`config.mk`:
```
export PLATFORM = sky130hd
export DESIGN_NAME = mem_bus_arbiter_flat
export DESIGN_NICKNAME = d
export VERILOG_FILES = /design/src/rtl/mem_bus_arbiter_pkg.sv /design/src/rtl/mem_bus_arbiter_if.sv /design/src/rtl/mem_bus_arbiter_rr_picker.sv /design/src/rtl/mem_bus_arbiter.sv /design/src/flat_wrapper.sv
export SDC_FILE = /design/constraint.sdc
export NUM_CORES = 1
export LEC_CHECK = 0
export BUFFER_PORTS_ARGS = -buffer_cell sky130_fd_sc_hd__buf_4
export CAP_MARGIN = 40
export CORE_MARGIN = 2
export CORE_UTILIZATION = 40
export CTS_BUF_LIST = sky130_fd_sc_hd__clkbuf_2
export DETAILED_ROUTE_END_ITERATION = 8
export PLACE_DENSITY = 0.81
export SLEW_MARGIN = 5
export SYNTH_ARGS = -nofsm -noshare
export SYNTH_HDL_FRONTEND = slang
export SYNTH_SLANG_ARGS = --single-unit
```
`constraint.sdc`:
```
create_clock -name clk -period 1.7 [get_ports clk]
set_clock_uncertainty 0.15 [all_clocks]
set_input_delay 0.34 -clock clk [delete_from_list [all_inputs] [get_ports clk]]
set_output_delay 0.34 -clock clk [all_outputs]
set_load 0.05 [all_outputs]
```
`src/rtl/mem_bus_arbiter_pkg.sv`:
```
// Shared types and helpers for the memory bus arbiter.
// Latency: n/a (types and pure functions only).
// Backpressure: n/a.
package arb_pkg;

  localparam int WORD_W    = 32;
  localparam int MAX_CORES = 8;
  localparam int IDX_W     = 3;   // enough to index MAX_CORES cores

  typedef enum logic [1:0] {
    IDLE = 2'd0,
    BUSY = 2'd1,
    RESP = 2'd2
  } arb_state_t;

  // One-hot (or all-zero) vector to binary index; all-zero maps to 0.
  function automatic logic [IDX_W-1:0] onehot_to_idx(input logic [MAX_CORES-1:0] oh);
    logic [IDX_W-1:0] idx;
    idx = '0;
    for (int i = 0; i < MAX_CORES; i++) begin
      if (oh[i]) idx = idx | IDX_W'(i);
    end
    return idx;
  endfunction

endpackage

```
`src/rtl/mem_bus_arbiter_if.sv`:
```
// Bundle of core-side and memory-side signals of the shared memory port.
// Latency: n/a (wires only).
// Backpressure: cores hold req until ack; memory completes with mem_ready.
// Modports: master = arbiter view, slave = cores + memory view.
interface mem_bus_arbiter_if
  import arb_pkg::*;
#(
  parameter int NUM_CORES = 2
);
  logic [NUM_CORES-1:0]        req;
  logic [NUM_CORES-1:0]        we;
  logic [NUM_CORES*WORD_W-1:0] addr;
  logic [NUM_CORES*WORD_W-1:0] wdata;
  logic [NUM_CORES-1:0]        grant;
  logic [NUM_CORES-1:0]        ack;
  logic                        err;
  logic [WORD_W-1:0]           rdata;
  logic                        mem_req;
  logic                        mem_we;
  logic [WORD_W-1:0]           mem_addr;
  logic [WORD_W-1:0]           mem_wdata;
  logic                        mem_ready;
  logic [WORD_W-1:0]           mem_rdata;

  modport master (
    input  req, we, addr, wdata, mem_ready, mem_rdata,
    output grant, ack, err, rdata, mem_req, mem_we, mem_addr, mem_wdata
  );

  modport slave (
    output req, we, addr, wdata, mem_ready, mem_rdata,
    input  grant, ack, err, rdata, mem_req, mem_we, mem_addr, mem_wdata
  );
endinterface

```
`src/rtl/mem_bus_arbiter_rr_picker.sv`:
```
// Round-robin pick: first requester at index >= rr_ptr, wrapping to the lowest.
// Latency: combinational.
// Backpressure: none; result is only consumed when the arbiter is idle.
// Ports: req (request vector), rr_ptr (search start) -> win_oh, win_idx.
module rr_picker
  import arb_pkg::*;
#(
  parameter int NUM_CORES = 2
) (
  input  logic [NUM_CORES-1:0] req,
  input  logic [IDX_W-1:0]     rr_ptr,
  output logic [NUM_CORES-1:0] win_oh,
  output logic [IDX_W-1:0]     win_idx
);

  logic [NUM_CORES-1:0] hi_oh;
  logic [NUM_CORES-1:0] lo_oh;
  logic                 hi_found;
  logic                 lo_found;

  // hi_*: lowest requester at or above rr_ptr; lo_*: lowest requester overall,
  // used when nothing at or above rr_ptr is asking (the wrap-around case).
  always_comb begin
    hi_oh    = '0;
    lo_oh    = '0;
    hi_found = 1'b0;
    lo_found = 1'b0;
    for (int i = 0; i < NUM_CORES; i++) begin
      if (req[i] && !lo_found) begin
        lo_oh[i] = 1'b1;
        lo_found = 1'b1;
      end
      if (req[i] && (IDX_W'(i) >= rr_ptr) && !hi_found) begin
        hi_oh[i] = 1'b1;
        hi_found = 1'b1;
      end
    end
    win_oh  = hi_found ? hi_oh : lo_oh;
    win_idx = onehot_to_idx(MAX_CORES'(win_oh));
  end

endmodule

```
`src/rtl/mem_bus_arbiter.sv`:
```
// Round-robin arbiter sharing one main-memory port among NUM_CORES cache controllers.
// Latency: req in IDLE -> mem_req next cycle; mem_ready -> one-cycle ack next cycle.
// Backpressure: winner held until mem_ready or TIMEOUT cycles in BUSY (then err=1).
// Ports: clk, reset (async, active-low), bus (mem_bus_arbiter_if.master).
module mem_bus_arbiter
  import arb_pkg::*;
#(
  parameter int NUM_CORES = 2,
  parameter int TIMEOUT   = 16
) (
  input  logic              clk,
  input  logic              reset,
  mem_bus_arbiter_if.master bus
);

  localparam int CNT_W = $clog2(TIMEOUT);

  arb_state_t           state_q,     state_d;
  logic [IDX_W-1:0]     rr_ptr_q,    rr_ptr_d;
  logic [CNT_W-1:0]     cnt_q,       cnt_d;
  logic [NUM_CORES-1:0] grant_q,     grant_d;
  logic [NUM_CORES-1:0] ack_q,       ack_d;
  logic                 err_q,       err_d;
  logic [WORD_W-1:0]    rdata_q,     rdata_d;
  logic                 mem_req_q,   mem_req_d;
  logic                 mem_we_q,    mem_we_d;
  logic [WORD_W-1:0]    mem_addr_q,  mem_addr_d;
  logic [WORD_W-1:0]    mem_wdata_q, mem_wdata_d;

  logic [NUM_CORES-1:0] win_oh;
  logic [IDX_W-1:0]     win_idx;
  logic [IDX_W-1:0]     owner_idx;

  rr_picker #(.NUM_CORES(NUM_CORES)) u_picker (
    .req     (bus.req),
    .rr_ptr  (rr_ptr_q),
    .win_oh  (win_oh),
    .win_idx (win_idx)
  );

  assign owner_idx = onehot_to_idx(MAX_CORES'(grant_q));

  always_ff @(posedge clk or negedge reset) begin
    if (!reset) begin
      state_q     <= IDLE;
      rr_ptr_q    <= '0;
      cnt_q       <= '0;
      grant_q     <= '0;
      ack_q       <= '0;
      err_q       <= 1'b0;
      rdata_q     <= '0;
      mem_req_q   <= 1'b0;
      mem_we_q    <= 1'b0;
      mem_addr_q  <= '0;
      mem_wdata_q <= '0;
    end else begin
      state_q     <= state_d;
      rr_ptr_q    <= rr_ptr_d;
      cnt_q       <= cnt_d;
      grant_q     <= grant_d;
      ack_q       <= ack_d;
      err_q       <= err_d;
      rdata_q     <= rdata_d;
      mem_req_q   <= mem_req_d;
      mem_we_q    <= mem_we_d;
      mem_addr_q  <= mem_addr_d;
      mem_wdata_q <= mem_wdata_d;
    end
  end

  always_comb begin
    state_d     = state_q;
    rr_ptr_d    = rr_ptr_q;
    cnt_d       = cnt_q;
    grant_d     = grant_q;
    ack_d       = '0;
    err_d       = err_q;
    rdata_d     = rdata_q;
    mem_req_d   = mem_req_q;
    mem_we_d    = mem_we_q;
    mem_addr_d  = mem_addr_q;
    mem_wdata_d = mem_wdata_q;

    case (state_q)
      IDLE: begin
        grant_d     = '0;
        err_d       = 1'b0;
        rdata_d     = '0;
        mem_req_d   = 1'b0;
        mem_we_d    = 1'b0;
        mem_addr_d  = '0;
        mem_wdata_d = '0;
        if (|bus.req) begin
          state_d   = BUSY;
          grant_d   = win_oh;
          mem_req_d = 1'b1;
          cnt_d     = '0;
          // Latch the winner's request; its inputs are ignored from here on.
          for (int i = 0; i < NUM_CORES; i++) begin
            if (IDX_W'(i) == win_idx) begin
              mem_we_d    = bus.we[i];
              mem_addr_d  = bus.addr[i*WORD_W +: WORD_W];
              mem_wdata_d = bus.wdata[i*WORD_W +: WORD_W];
            end
          end
        end
      end

      BUSY: begin
        // mem_ready takes priority over a timeout expiring on the same cycle.
        if (bus.mem_ready) begin
          state_d   = RESP;
          ack_d     = grant_q;
          err_d     = 1'b0;
          rdata_d   = mem_we_q ? '0 : bus.mem_rdata;
          mem_req_d = 1'b0;
        end else if (cnt_q == CNT_W'(TIMEOUT - 1)) begin
          state_d   = RESP;
          ack_d     = grant_q;
          err_d     = 1'b1;
          rdata_d   = '0;
          mem_req_d = 1'b0;
        end else begin
          cnt_d = cnt_q + CNT_W'(1);
        end
      end

      RESP: begin
        state_d     = IDLE;
        grant_d     = '0;
        err_d       = 1'b0;
        rdata_d     = '0;
        mem_we_d    = 1'b0;
        mem_addr_d  = '0;
        mem_wdata_d = '0;
        rr_ptr_d    = (owner_idx == IDX_W'(NUM_CORES - 1)) ? '0 : owner_idx + IDX_W'(1);
      end

      default: state_d = IDLE;
    endcase
  end

  assign bus.grant     = grant_q;
  assign bus.ack       = ack_q;
  assign bus.err       = err_q;
  assign bus.rdata     = rdata_q;
  assign bus.mem_req   = mem_req_q;
  assign bus.mem_we    = mem_we_q;
  assign bus.mem_addr  = mem_addr_q;
  assign bus.mem_wdata = mem_wdata_q;

endmodule
```
`src/flat_wrapper.sv`:
```
// flat-port wrapper written by rule: the top's interface ports become plain ports
module mem_bus_arbiter_flat import arb_pkg::*;
#(
  parameter int NUM_CORES = 2,
  parameter int TIMEOUT   = 16
)
  (clk, reset, bus_req, bus_we, bus_addr, bus_wdata, bus_mem_ready, bus_mem_rdata, bus_grant, bus_ack, bus_err, bus_rdata, bus_mem_req, bus_mem_we, bus_mem_addr, bus_mem_wdata);
  mem_bus_arbiter_if #(.NUM_CORES(NUM_CORES)) bus_i ();
  input  logic clk;
  input  logic reset;
  input wire logic [$bits(bus_i.req)-1:0] bus_req;
  input wire logic [$bits(bus_i.we)-1:0] bus_we;
  input wire logic [$bits(bus_i.addr)-1:0] bus_addr;
  input wire logic [$bits(bus_i.wdata)-1:0] bus_wdata;
  input wire logic [$bits(bus_i.mem_ready)-1:0] bus_mem_ready;
  input wire logic [$bits(bus_i.mem_rdata)-1:0] bus_mem_rdata;
  output wire logic [$bits(bus_i.grant)-1:0] bus_grant;
  output wire logic [$bits(bus_i.ack)-1:0] bus_ack;
  output wire logic [$bits(bus_i.err)-1:0] bus_err;
  output wire logic [$bits(bus_i.rdata)-1:0] bus_rdata;
  output wire logic [$bits(bus_i.mem_req)-1:0] bus_mem_req;
  output wire logic [$bits(bus_i.mem_we)-1:0] bus_mem_we;
  output wire logic [$bits(bus_i.mem_addr)-1:0] bus_mem_addr;
  output wire logic [$bits(bus_i.mem_wdata)-1:0] bus_mem_wdata;
  assign bus_i.req = bus_req;
  assign bus_i.we = bus_we;
  assign bus_i.addr = bus_addr;
  assign bus_i.wdata = bus_wdata;
  assign bus_i.mem_ready = bus_mem_ready;
  assign bus_i.mem_rdata = bus_mem_rdata;
  assign bus_grant = bus_i.grant;
  assign bus_ack = bus_i.ack;
  assign bus_err = bus_i.err;
  assign bus_rdata = bus_i.rdata;
  assign bus_mem_req = bus_i.mem_req;
  assign bus_mem_we = bus_i.mem_we;
  assign bus_mem_addr = bus_i.mem_addr;
  assign bus_mem_wdata = bus_i.mem_wdata;
  mem_bus_arbiter #(.NUM_CORES(NUM_CORES), .TIMEOUT(TIMEOUT)) u_core (.clk(clk), .reset(reset), .bus(bus_i));
endmodule
```
==> out/results.ini, run 1 <==
[outcome]
status=did not finish
last-stage-reached=clock tree synthesis
error_line=[ERROR RSZ-0060] Max buffer count reached.

[clock_network]
clk_path_buf_depth=2
h-tree-depth=3
post-cts-setup-buffers=20
cts-resized-gates=104
numCtsBuffers=9
cts.sinks=110
cts_root_buf=clkbuf_2
postCtsHoldBufs=155

[yosys]
synth-seq-area-share=0.603
synth_top_cell_by_area=dfrtp_1
syn-instance-count=343
synth.area.top_cells=dfrtp_1 60%, a221o_1 14%, and2_1 8.9%
synth_nets=511
ys_ff_latch=110
netlist-cell-type-count=29
synth_top_area_frac=0.603
ys.warnings.count=0
synth.avg_cell_area_um2=13.3
syn_area_um2=4560

[placement]
gp_congestion=0.871
port_buffers=269
dp_hpwl_um=9610

[floorplan]
die_x_um=111
placementRows=39
start_util=0.405
io_pins=270
dieHeight_um=111

-- kinds of logic after synthesis --
logic type,count (synthesis),share of synthesized area
multiplexers,3,0.00658
AND/OR/NAND/NOR,87,0.116
buffers and inverters,31,0.0466
adder cells (fa/ha/maj),1,0.00274
flip-flops,110,0.603
AO/OA/AOI/OAI,111,0.225
-- metrics by stage --
| stage | hold WS, ns | instance area, µm² | utilization | setup slack, ns | cells |
|---|---|---|---|---|---|
| floorplan | -0.106 | 4560 | - | 0.0364 | 343 |
| global placement | 0.307 | 6720 | 0.596 | 0.115 | 737 |
| detailed placement | 0.321 | 6720 | 0.596 | 0.0575 | 737 |
-- cells in the mapped netlist (all sizes together) --
| cell type | number |
|---|---|
| nand2 | 3 |
| mux2i | 3 |
| dfrtp | 110 |
| a21o | 2 |
| o22ai | 1 |
| a21oi | 1 |
| or2 | 1 |
| o221a | 1 |
| nand3 | 3 |
| a22o | 32 |
| a221o | 65 |
| ha | 1 |
| nor2b | 1 |
| nor3 | 2 |
| a31oi | 1 |
| buf | 22 |
| inv | 2 |
| a31o | 2 |
| and3 | 5 |
| nor2 | 4 |
| o21a | 1 |
| o21ai | 5 |
| nand2b | 3 |
| and2 | 65 |
| clkbuf | 7 |
==> run 2: changes to the inputs <==
Settings changed: CORE_UTILIZATION 40 to 25, CTS_BUF_LIST sky130_fd_sc_hd__clkbuf_2 to not set, PLACE_DENSITY 0.81 to not set, PLACE_DENSITY_LB_ADDON set to 0.15.
Clock period 1.7 ns to 2.2 ns, I/O delays scaled along.
==> out/results.ini, run 2 <==
[worst_setup_path]
arrival_ns=2.07
worstSetupPathType=flip-flop to flip-flop
cp-start-kind=flip-flop
path_max_fanout=50
critPathRequiredTime_ns=2.33
crit_path_end_kind=flip-flop

[yosys]
synth_nets=511  ; unchanged
synthArstFlopShare=1.00  ; unchanged
synth_top_cell_by_area=dfrtp_1  ; unchanged
ys_ff_latch=110  ; unchanged
synth.avg_cell_area_um2=13.3  ; unchanged
synth_top_area_frac=0.603  ; unchanged
synth-seq-area-share=0.603  ; unchanged
synth.area.top_cells=dfrtp_1 60%, a221o_1 14%, and2_1 8.9%  ; unchanged
synth_edf_count=0  ; unchanged
syn_area_um2=4560  ; unchanged
synth.most_common_cell=dfrtp_1  ; unchanged
synth_ff_type=dfrtp_1  ; unchanged
netlist-cell-type-count=29  ; unchanged
ys_top_cells_by_count=110 x dfrtp_1, 65 x a221o_1, 65 x and2_1, 32 x a22o_1, 9 x buf_6  ; unchanged
ys.warnings.count=0  ; unchanged
syn-instance-count=343  ; unchanged

[power]
p_per_area_nw_per_um2=1470
ir_drop_v=0.000739
p_leak_nw=3.64
power.total_mw=10.4

[global_route]
grt_antenna_before_repair=0
grt_util_all_layers=0.150
grt_max_degree=51
grt_pass1_wl_um=23000
grt_pass1_vias=4189
gr-total-overflow=0

[final_layout]
final_cell_area_um2=7120
drive_gt1_frac=0.498
final_common_cell=buf_4
antenna_cells=0
final_cell_mix=277 x buf_4, 109 x dfrtp_1, 65 x and2_1, 65 x a221o_1, 32 x a22o_1
area_growth_pct=56.1
fillers=1755
num-nets-final=775

[clock_network]
tritoncts=done
cts_root_buf=clkbuf_16  ; was clkbuf_2
h-tree-depth=3  ; unchanged
clk_latency_ns=0.35
numCtsBuffers=9  ; unchanged
clkTransAtPathRegs_ns=0.08
cts.sinks=110  ; unchanged
clk_path_buf_depth=2  ; unchanged
post-cts-setup-buffers=0  ; was 20
cts-resized-gates=0  ; was 104

[outcome]
status=completed  ; was did not finish

[detailed_routing]
m1WireLength_um=5990
route.met2.wl_um=7250
wl_met3_um=956
drt_iter0_drc=227
viasPerCell=4.74
vias=3984
first_pass_iters=6
drcViolationCount=0
dr.max_layer_used=met4
wl_per_cell_um=17.4
drt_wl_total_um=14600
drtAntennaViolNets=0

[floorplan]
placementRows=49  ; was 39
start_util=0.254  ; was 0.405
core_um2=18000
io_pins=270  ; unchanged
dieHeight_um=139  ; was 111 µm
die_area_um2=19300
die_x_um=139  ; was 111 µm

[timing]
fmax_mhz=515
whs_ns=0.155
finalMaxSlewViolations=0
fin_setup_tns_ns=0
hold_violations=0
tightest_slew_ns=0.610
slew_headroom=0.593
min_period_over_period=0.883
finalSetupViolations=0
finalCriticalPeriod_ns=1.94
rsz0062_at_grt=no

[placement]
port_buffers=269  ; unchanged
gp_congestion=0.768  ; was 0.871
dp_hpwl_um=10600  ; was 9610 µm
dpl-instance-area_um2=6810  ; was 6720 µm²

[job]
maxCapViolations=0

[min_path]
hp-class=input pin to flip-flop

[run 2: cell counts after synthesis]
Identical to the previous run, type by type.
[run 2: what timing repair did]
item | 4_1_cts | 5_1_grt
endpoints found under the hold margin | 24 | 0
endpoints found under the setup margin | 0 | 0
hold buffers | 1 | 0
[run 2: power breakdown]
part	internal, mW	switching [mW]
Sequential	2.73	0.412
Combinational	1.94	3.66
Clock	0.899	0.797
[run 2: cell families after synthesis]
logic type      Yosys count  synth area share
fa+ha+maj                 1           0.00274
mux                       3           0.00658
simple gates             87             0.116
buf+inv                  31            0.0466
compound gates          111             0.225
flops                   110             0.603
[run 2: area by class of cell]
cell class / instances / area (µm²) / share of cell area
clock inverter: 7 / 80.1 / 0.0112
sequential: 110 / 2750 / 0.387
multi-input combinational: 202 / 1610 / 0.225
timing repair buffer: 282 / 2160 / 0.304
clock buffer: 9 / 225 / 0.0316
tap: 229 / 287 / 0.0402
inverter: 2 / 7.51 / 0.00105
[run 2: layer usage]
metal,vias to the layer above,track usage
li1,1844,-
met1,1947,0.187
met2,167,0.250
met3,26,0.0321
met4,0,0.0691
met5,-,0
[run 2: final timing paths]
kind                                                             to  slack (ns)  depth (start not counted)                             start
worst max-delay path            u_core.bus.mem_addr[15]$_DFFE_PN0N_        0.26                          5     u_core.state_q[1]$_DFFE_PN0P_
worst min-delay path               u_core.bus.rdata[15]$_DFFE_PN0P_        0.16                          2                 bus_mem_rdata[15]
worst max register to register  u_core.bus.mem_addr[15]$_DFFE_PN0N_        0.26                          5     u_core.state_q[1]$_DFFE_PN0P_
worst min register to register     u_core.bus.rdata[14]$_DFFE_PN0P_        0.35                          1  u_core.bus.rdata[14]$_DFFE_PN0P_
max in group asynchronous       u_core.bus.mem_addr[28]$_DFFE_PN0N_        0.87                          3                             reset
min in group asynchronous       u_core.bus.mem_addr[24]$_DFFE_PN0N_        0.41                          2                             reset
[run 2: worst max-delay path, cell delays in order (launching register included)]
cell	delay [ns]
dfrtp_1	0.38
buf_4	0.16
nor2_1	0.17
and3_2	0.22
buf_4	0.48
a221o_1	0.28
[run 2: stage by stage]
step,cells,worst slack [ns],utilization
6_report,841,0.257,0.397
5_1_grt,841,0.148,0.397
4_1_cts,841,0.275,0.397
3_5_place_dp,824,0.299,0.379
3_3_place_gp,823,0.168,0.378
2_1_floorplan,343,0.536,-
(Power assumes the default switching activity.)
==> run 3: changes to the inputs <==
Settings changed: PLACE_DENSITY set to 0.61, PLACE_DENSITY_LB_ADDON 0.15 to not set.
==> out/results.ini, run 3 (same netlist as run 2, synthesis figures left out) <==
[outcome]
status=completed  ; unchanged

[placement]
gp_congestion=0.777  ; was 0.768
dpl-instance-area_um2=6790  ; was 6810 µm²
dp_hpwl_um=10700  ; was 10,600 µm
port_buffers=269  ; unchanged
dp_slack_ns=0.398  ; was 0.299 ns
place_inst=824  ; unchanged

[worst_setup_path]
critPathSlowestCell=dfrtp_1  ; was buf_4
critPathRequiredTime_ns=2.33  ; about the same
cp-start-kind=flip-flop  ; unchanged
r2r_slack_ns=0.36  ; was 0.26 ns
slowest_delay_ns=0.48  ; about the same
worstSetupPathType=flip-flop to flip-flop  ; unchanged
cp_num_buf_inv=1  ; was 2
crit_path_end_kind=flip-flop  ; unchanged
crit_family=flip-flops  ; was buffers and inverters
arrival_ns=1.97  ; was 2.07 ns
crit_path_cell_trace=nor2_1 -> and3_2 -> buf_4 -> a221o_1  ; was buf_4 -> nor2_1 -> and3_2 -> buf_4 -> a221o_1
path_max_fanout=43  ; was 50

[floorplan]
core_um2=18000  ; unchanged
start_util=0.254  ; unchanged
placementRows=49  ; unchanged
dieHeight_um=139  ; unchanged
die_area_um2=19300  ; unchanged
io_pins=270  ; unchanged
die_x_um=139  ; unchanged

[detailed_routing]
drtAntennaViolNets=0  ; unchanged
first_pass_iters=4  ; was 6
drt_iter0_drc=138  ; was 227
viasPerCell=4.69  ; was 4.74
drt_wl_total_um=14400  ; was 14,600 µm
wl_per_cell_um=17.1  ; was 17.4 µm
drcViolationCount=0  ; unchanged
vias=3942  ; was 3,984

[clock_network]
tritoncts=done  ; unchanged
clk_path_buf_depth=2  ; unchanged
clk_latency_ns=0.34  ; was 0.35 ns
cts.sinks=110  ; unchanged
post-cts-setup-buffers=0  ; unchanged
h-tree-depth=3  ; unchanged
numCtsBuffers=9  ; unchanged
cts_root_buf=clkbuf_16  ; unchanged
clkTransAtPathRegs_ns=0.07  ; was 0.08 ns

[power]
ir_drop_v=0.000677  ; was 0.000739 V
power.total_mw=10.5  ; was 10.4 mW
p_leak_nw=3.65  ; was 3.64 nW
p_per_area_nw_per_um2=1480  ; was 1470 nW/µm²

[timing]
whs_ns=0.161  ; was 0.155 ns
slew_headroom=0.678  ; was 0.593
finalMaxSlewViolations=0  ; unchanged
min_period_over_period=0.838  ; was 0.883
tightest_slew_ns=0.482  ; was 0.610 ns
rsz0062_at_grt=no  ; unchanged
timing.final.ws_setup_ns=0.357  ; was 0.257 ns
finalSetupViolations=0  ; unchanged
fin_setup_tns_ns=0  ; unchanged
finalCriticalPeriod_ns=1.84  ; was 1.94 ns
fmax_mhz=543  ; was 515 MHz
hold_violations=0  ; unchanged

[job]
maxCapViolations=0  ; unchanged

[global_route]
grt_antenna_before_repair=0  ; unchanged
grt_pass1_vias=4211  ; was 4,189
grt_pass1_wl_um=22900  ; was 23,000 µm
grt_util_all_layers=0.148  ; was 0.150
gr-total-overflow=0  ; unchanged
grt_max_degree=52  ; was 51

[final_layout]
area_growth_pct=55.9  ; was 56.1%
final_cells=841  ; unchanged
final_cell_mix=279 x buf_4, 109 x dfrtp_1, 65 x and2_1, 65 x a221o_1, 32 x a22o_1  ; was 277 x buf_4, 109 x dfrtp_1, 65 x and2_1, 65 x a221o_1, 32 x a22o_1
drive_gt1_frac=0.495  ; was 0.498
num-nets-final=775  ; unchanged
fin_util=0.396  ; was 0.397
antenna_cells=0  ; unchanged
final_cell_area_um2=7110  ; was 7120 µm²
final_common_cell=buf_4  ; unchanged

[min_path]
hp-class=input pin to flip-flop  ; unchanged

==> run 3: worst paths after layout <==
kind / endpoint / from / depth (start not counted)
max in group asynchronous: u_core.state_q[0]$_DFFE_PN0P_ / reset / 3
setup / recovery: u_core.bus.mem_wdata[26]$_DFFE_PN0N_ / u_core.state_q[1]$_DFFE_PN0P_ / 4
setup reg to reg: u_core.bus.mem_wdata[26]$_DFFE_PN0N_ / u_core.state_q[1]$_DFFE_PN0P_ / 4
min in group asynchronous: u_core.bus.mem_wdata[4]$_DFFE_PN0N_ / reset / 2
hold reg to reg: u_core.rr_ptr_q[0]$_DFFE_PN0P_ / u_core.rr_ptr_q[0]$_DFFE_PN0P_ / 2
hold / removal: u_core.bus.rdata[17]$_DFFE_PN0P_ / bus_mem_rdata[17] / 2
==> run 3: layout make-up <==
cell class | instances | area [µm²]
Inverter | 2 | 7.51
Sequential cell | 110 | 2750
Clock inverter | 5 | 81.3
Clock buffer | 11 | 233
Multi-Input combinational cell | 202 | 1610
Fill cell | 1769 | 10900
Timing Repair Buffer | 282 | 2140
Tap cell | 229 | 287
==> run 3: report_power, final <==
part | switching [mW] | leakage, nW | internal, mW
registers | 0.436 | 1.44 | 2.73
logic | 3.67 | 2.06 | 1.93
clock network | 0.733 | 0.150 | 1.00
total | 4.84 | 3.65 | 5.67
==> run 3: what timing repair did <==
action,in CTS,in global routing
setup endpoints to repair,0,0
resized for setup,0,0
hold buffers,1,0
hold endpoints to repair,10,0
==> run 3: routing by layer <==
metal  vias to the layer above  GRT usage  routed length, µm
met5                         -          0                  0
met4                         0     0.0585                253
met3                        16     0.0314                907
met2                       170      0.257               7420
met1                      1921      0.178               5840
li1                       1835          -                  -
==> run 4: changes to the inputs <==
Clock period 2.2 ns to 1.8 ns, I/O delays scaled along.
==> out/results.ini, run 4 (same netlist as run 2, synthesis figures left out) <==
[floorplan]
die_x_um=139  ; unchanged
start_util=0.254  ; unchanged
die_area_um2=19300  ; unchanged
placementRows=49  ; unchanged
io_pins=270  ; unchanged
core_um2=18000  ; unchanged
dieHeight_um=139  ; unchanged

[global_route]
grt_antenna_before_repair=0  ; unchanged
grt_util_met3=0.0369  ; was 0.0314
grt_use_met2=0.246  ; was 0.257
use_met1=0.171  ; was 0.178
grt_pass1_wl_um=22000  ; was 22,900 µm
grt_util_all_layers=0.142  ; was 0.148
gr-total-overflow=0  ; unchanged
grt_max_degree=75  ; was 52
top_usage_layer=met2  ; unchanged
grt_pass1_vias=4050  ; was 4,211

[final_layout]
area_growth_pct=56.7  ; was 55.9%
antenna_cells=0  ; unchanged
final_cells=840  ; was 841
multi_input_area_um2=1610  ; unchanged
final_cell_mix=274 x buf_4, 109 x dfrtp_1, 65 x and2_1, 65 x a221o_1, 32 x a22o_1  ; was 279 x buf_4, 109 x dfrtp_1, 65 x and2_1, 65 x a221o_1, 32 x a22o_1
ff_latch_area_um2=2750  ; unchanged
num-nets-final=774  ; was 775
drive_gt1_frac=0.498  ; was 0.495
final_common_cell=buf_4  ; unchanged
final_cell_area_um2=7150  ; was 7110 µm²
fillers=1734  ; was 1,769

[min_path]
min_to=u_core.bus.rdata[10]$_DFFE_PN0P_  ; was u_core.bus.rdata[17]$_DFFE_PN0P_
hp-class=input pin to flip-flop  ; unchanged
hold_depth=2  ; unchanged
hold_path.startpoint=bus_mem_rdata[10]  ; was bus_mem_rdata[17]

[worst_setup_path]
worstSetupPathType=flip-flop to flip-flop  ; unchanged
crit_path_end_kind=flip-flop  ; unchanged
slowest_delay_ns=0.41  ; was 0.48 ns
r2r_start=u_core.cnt_q[0]$_DFFE_PN0P_  ; was u_core.state_q[1]$_DFFE_PN0P_
arrival_ns=1.80  ; was 1.97 ns
worstRegToRegCells=5  ; was 4
cp-start-kind=flip-flop  ; unchanged
critPathRequiredTime_ns=1.93  ; was 2.33 ns
crit_path_start=u_core.cnt_q[0]$_DFFE_PN0P_  ; was u_core.state_q[1]$_DFFE_PN0P_
path_max_fanout=32  ; was 43
critPathSlowestCell=dfrtp_1  ; unchanged
r2r_slack_ns=0.13  ; was 0.36 ns
r2r_end=u_core.bus.rdata[31]$_DFFE_PN0P_  ; was u_core.bus.mem_wdata[26]$_DFFE_PN0N_
crit_path_cell_trace=ha_1 -> a31oi_1 -> o21a_1 -> buf_12 -> a22o_1  ; was nor2_1 -> and3_2 -> buf_4 -> a221o_1

[timing]
hold_violations=0  ; unchanged
finalMaxSlewViolations=0  ; unchanged
tightest_slew_ns=0.651  ; was 0.482 ns
fmax_mhz=599  ; was 543 MHz
finalCriticalPeriod_ns=1.67  ; was 1.84 ns
finalSetupViolations=0  ; unchanged
min_period_over_period=0.927  ; was 0.838
fin_setup_tns_ns=0  ; unchanged
slew_headroom=0.566  ; was 0.678
rsz0062_at_grt=no  ; unchanged

[clock_network]
cts_root_buf=clkbuf_16  ; unchanged
cts-resized-gates=0  ; unchanged
h-tree-depth=3  ; unchanged
clkTransAtPathRegs_ns=0.07  ; about the same
clk_latency_ns=0.35  ; was 0.34 ns
tritoncts=done  ; unchanged
numCtsBuffers=9  ; unchanged
cts.sinks=110  ; unchanged
clk_path_buf_depth=2  ; unchanged

[power]
p_leak_nw=3.65  ; about the same
ir_drop_v=0.000973  ; was 0.000677 V
p_per_area_nw_per_um2=1800  ; was 1480 nW/µm²
power.total_mw=12.8  ; was 10.5 mW

[detailed_routing]
drtAntennaViolNets=0  ; unchanged
drcViolationCount=0  ; unchanged
viasPerCell=4.75  ; was 4.69
vias=3989  ; was 3,942
wl_per_cell_um=16.6  ; was 17.1 µm
drt_wl_total_um=14000  ; was 14,400 µm
first_pass_iters=4  ; unchanged
drt_iter0_drc=168  ; was 138

[placement]
dp_hpwl_um=10400  ; was 10,700 µm
gp_congestion=0.798  ; was 0.777
dpl-instance-area_um2=6830  ; was 6790 µm²
port_buffers=269  ; unchanged
place_inst=823  ; was 824

[job]
maxCapViolations=0  ; unchanged

[outcome]
status=completed  ; unchanged

run 4: cell types whose count changed in the layout (fill, tap and decap cells not counted):
cell	change
buf_4	-5
buf_12	+4
clkinv_4	+3
clkbuf_1	-2
bufinv_16	-1
clkbuf_8	+1
clkinv_2	-1
clkinvlp_4	+1
inv_6	-1
run 4: area by class of cell:
class | count | share of cell area
clock inverters | 6 | 0.00997
flip-flops and latches | 110 | 0.385
inverters | 2 | 0.00105
multi-input cells | 202 | 0.224
well taps | 229 | 0.0401
clock buffers | 10 | 0.0334
repair buffers | 281 | 0.306
run 4: worst max-delay path: cells and delay by family (launching register included):
kind / cells / cell delay [ns]
adders and majority gates: 1 / 0.25
AOI/OAI and AO/OA: 3 / 0.59
DFF: 1 / 0.41
buffers and inverters: 1 / 0.19
run 4: through the flow:
| stage | util | hold slack, ns | worst slack [ns] |
|---|---|---|---|
| 6_report | 0.398 | 0.0832 | 0.131 |
| 3_5_place_dp | 0.380 | 0.231 | 0.159 |
| 5_1_grt | 0.398 | 0.0609 | 0.0202 |
| 4_1_cts | 0.398 | 0.0573 | 0.139 |
| 2_1_floorplan | - | -0.0856 | 0.136 |
| 3_3_place_gp | 0.380 | 0.218 | 0.197 |
run 4: worst max-delay path by stage:
| stage | end | depth (start not counted) | slack (ns) |
|---|---|---|---|
| 6_report | u_core.bus.rdata[31]$_DFFE_PN0P_ | 5 | 0.13 |
| 5_1_grt | u_core.cnt_q[1]$_DFFE_PN0P_ | 4 | 0.02 |
| 2_1_floorplan | u_core.bus.rdata[0]$_DFFE_PN0P_ | 5 | 0.14 |
| 4_1_cts | u_core.bus.rdata[31]$_DFFE_PN0P_ | 5 | 0.14 |
| 3_3_place_gp | u_core.bus.mem_addr[30]$_DFFE_PN0N_ | 4 | 0.20 |
| 3_5_place_dp | u_core.cnt_q[1]$_DFFE_PN0P_ | 4 | 0.16 |
run 4: layer usage:
layer	share of wire	wire length, µm
met1	0.41	5750
met3	0.064	897
met5	0	0
met2	0.51	7100
met4	0.017	236
run 4: timing repair:
action / in CTS / in global routing
setup buffers: 0 / 0
endpoints found under the hold margin: 59 / 0
hold buffers: 1 / 0
run 4: where the power goes:
part / switching (mW) / internal [mW] / total, mW
combinational: 4.47 / 2.44 / 6.91
sequential: 0.537 / 3.34 / 3.87
clock: 0.926 / 1.13 / 2.05
total: 5.93 / 6.91 / 12.8
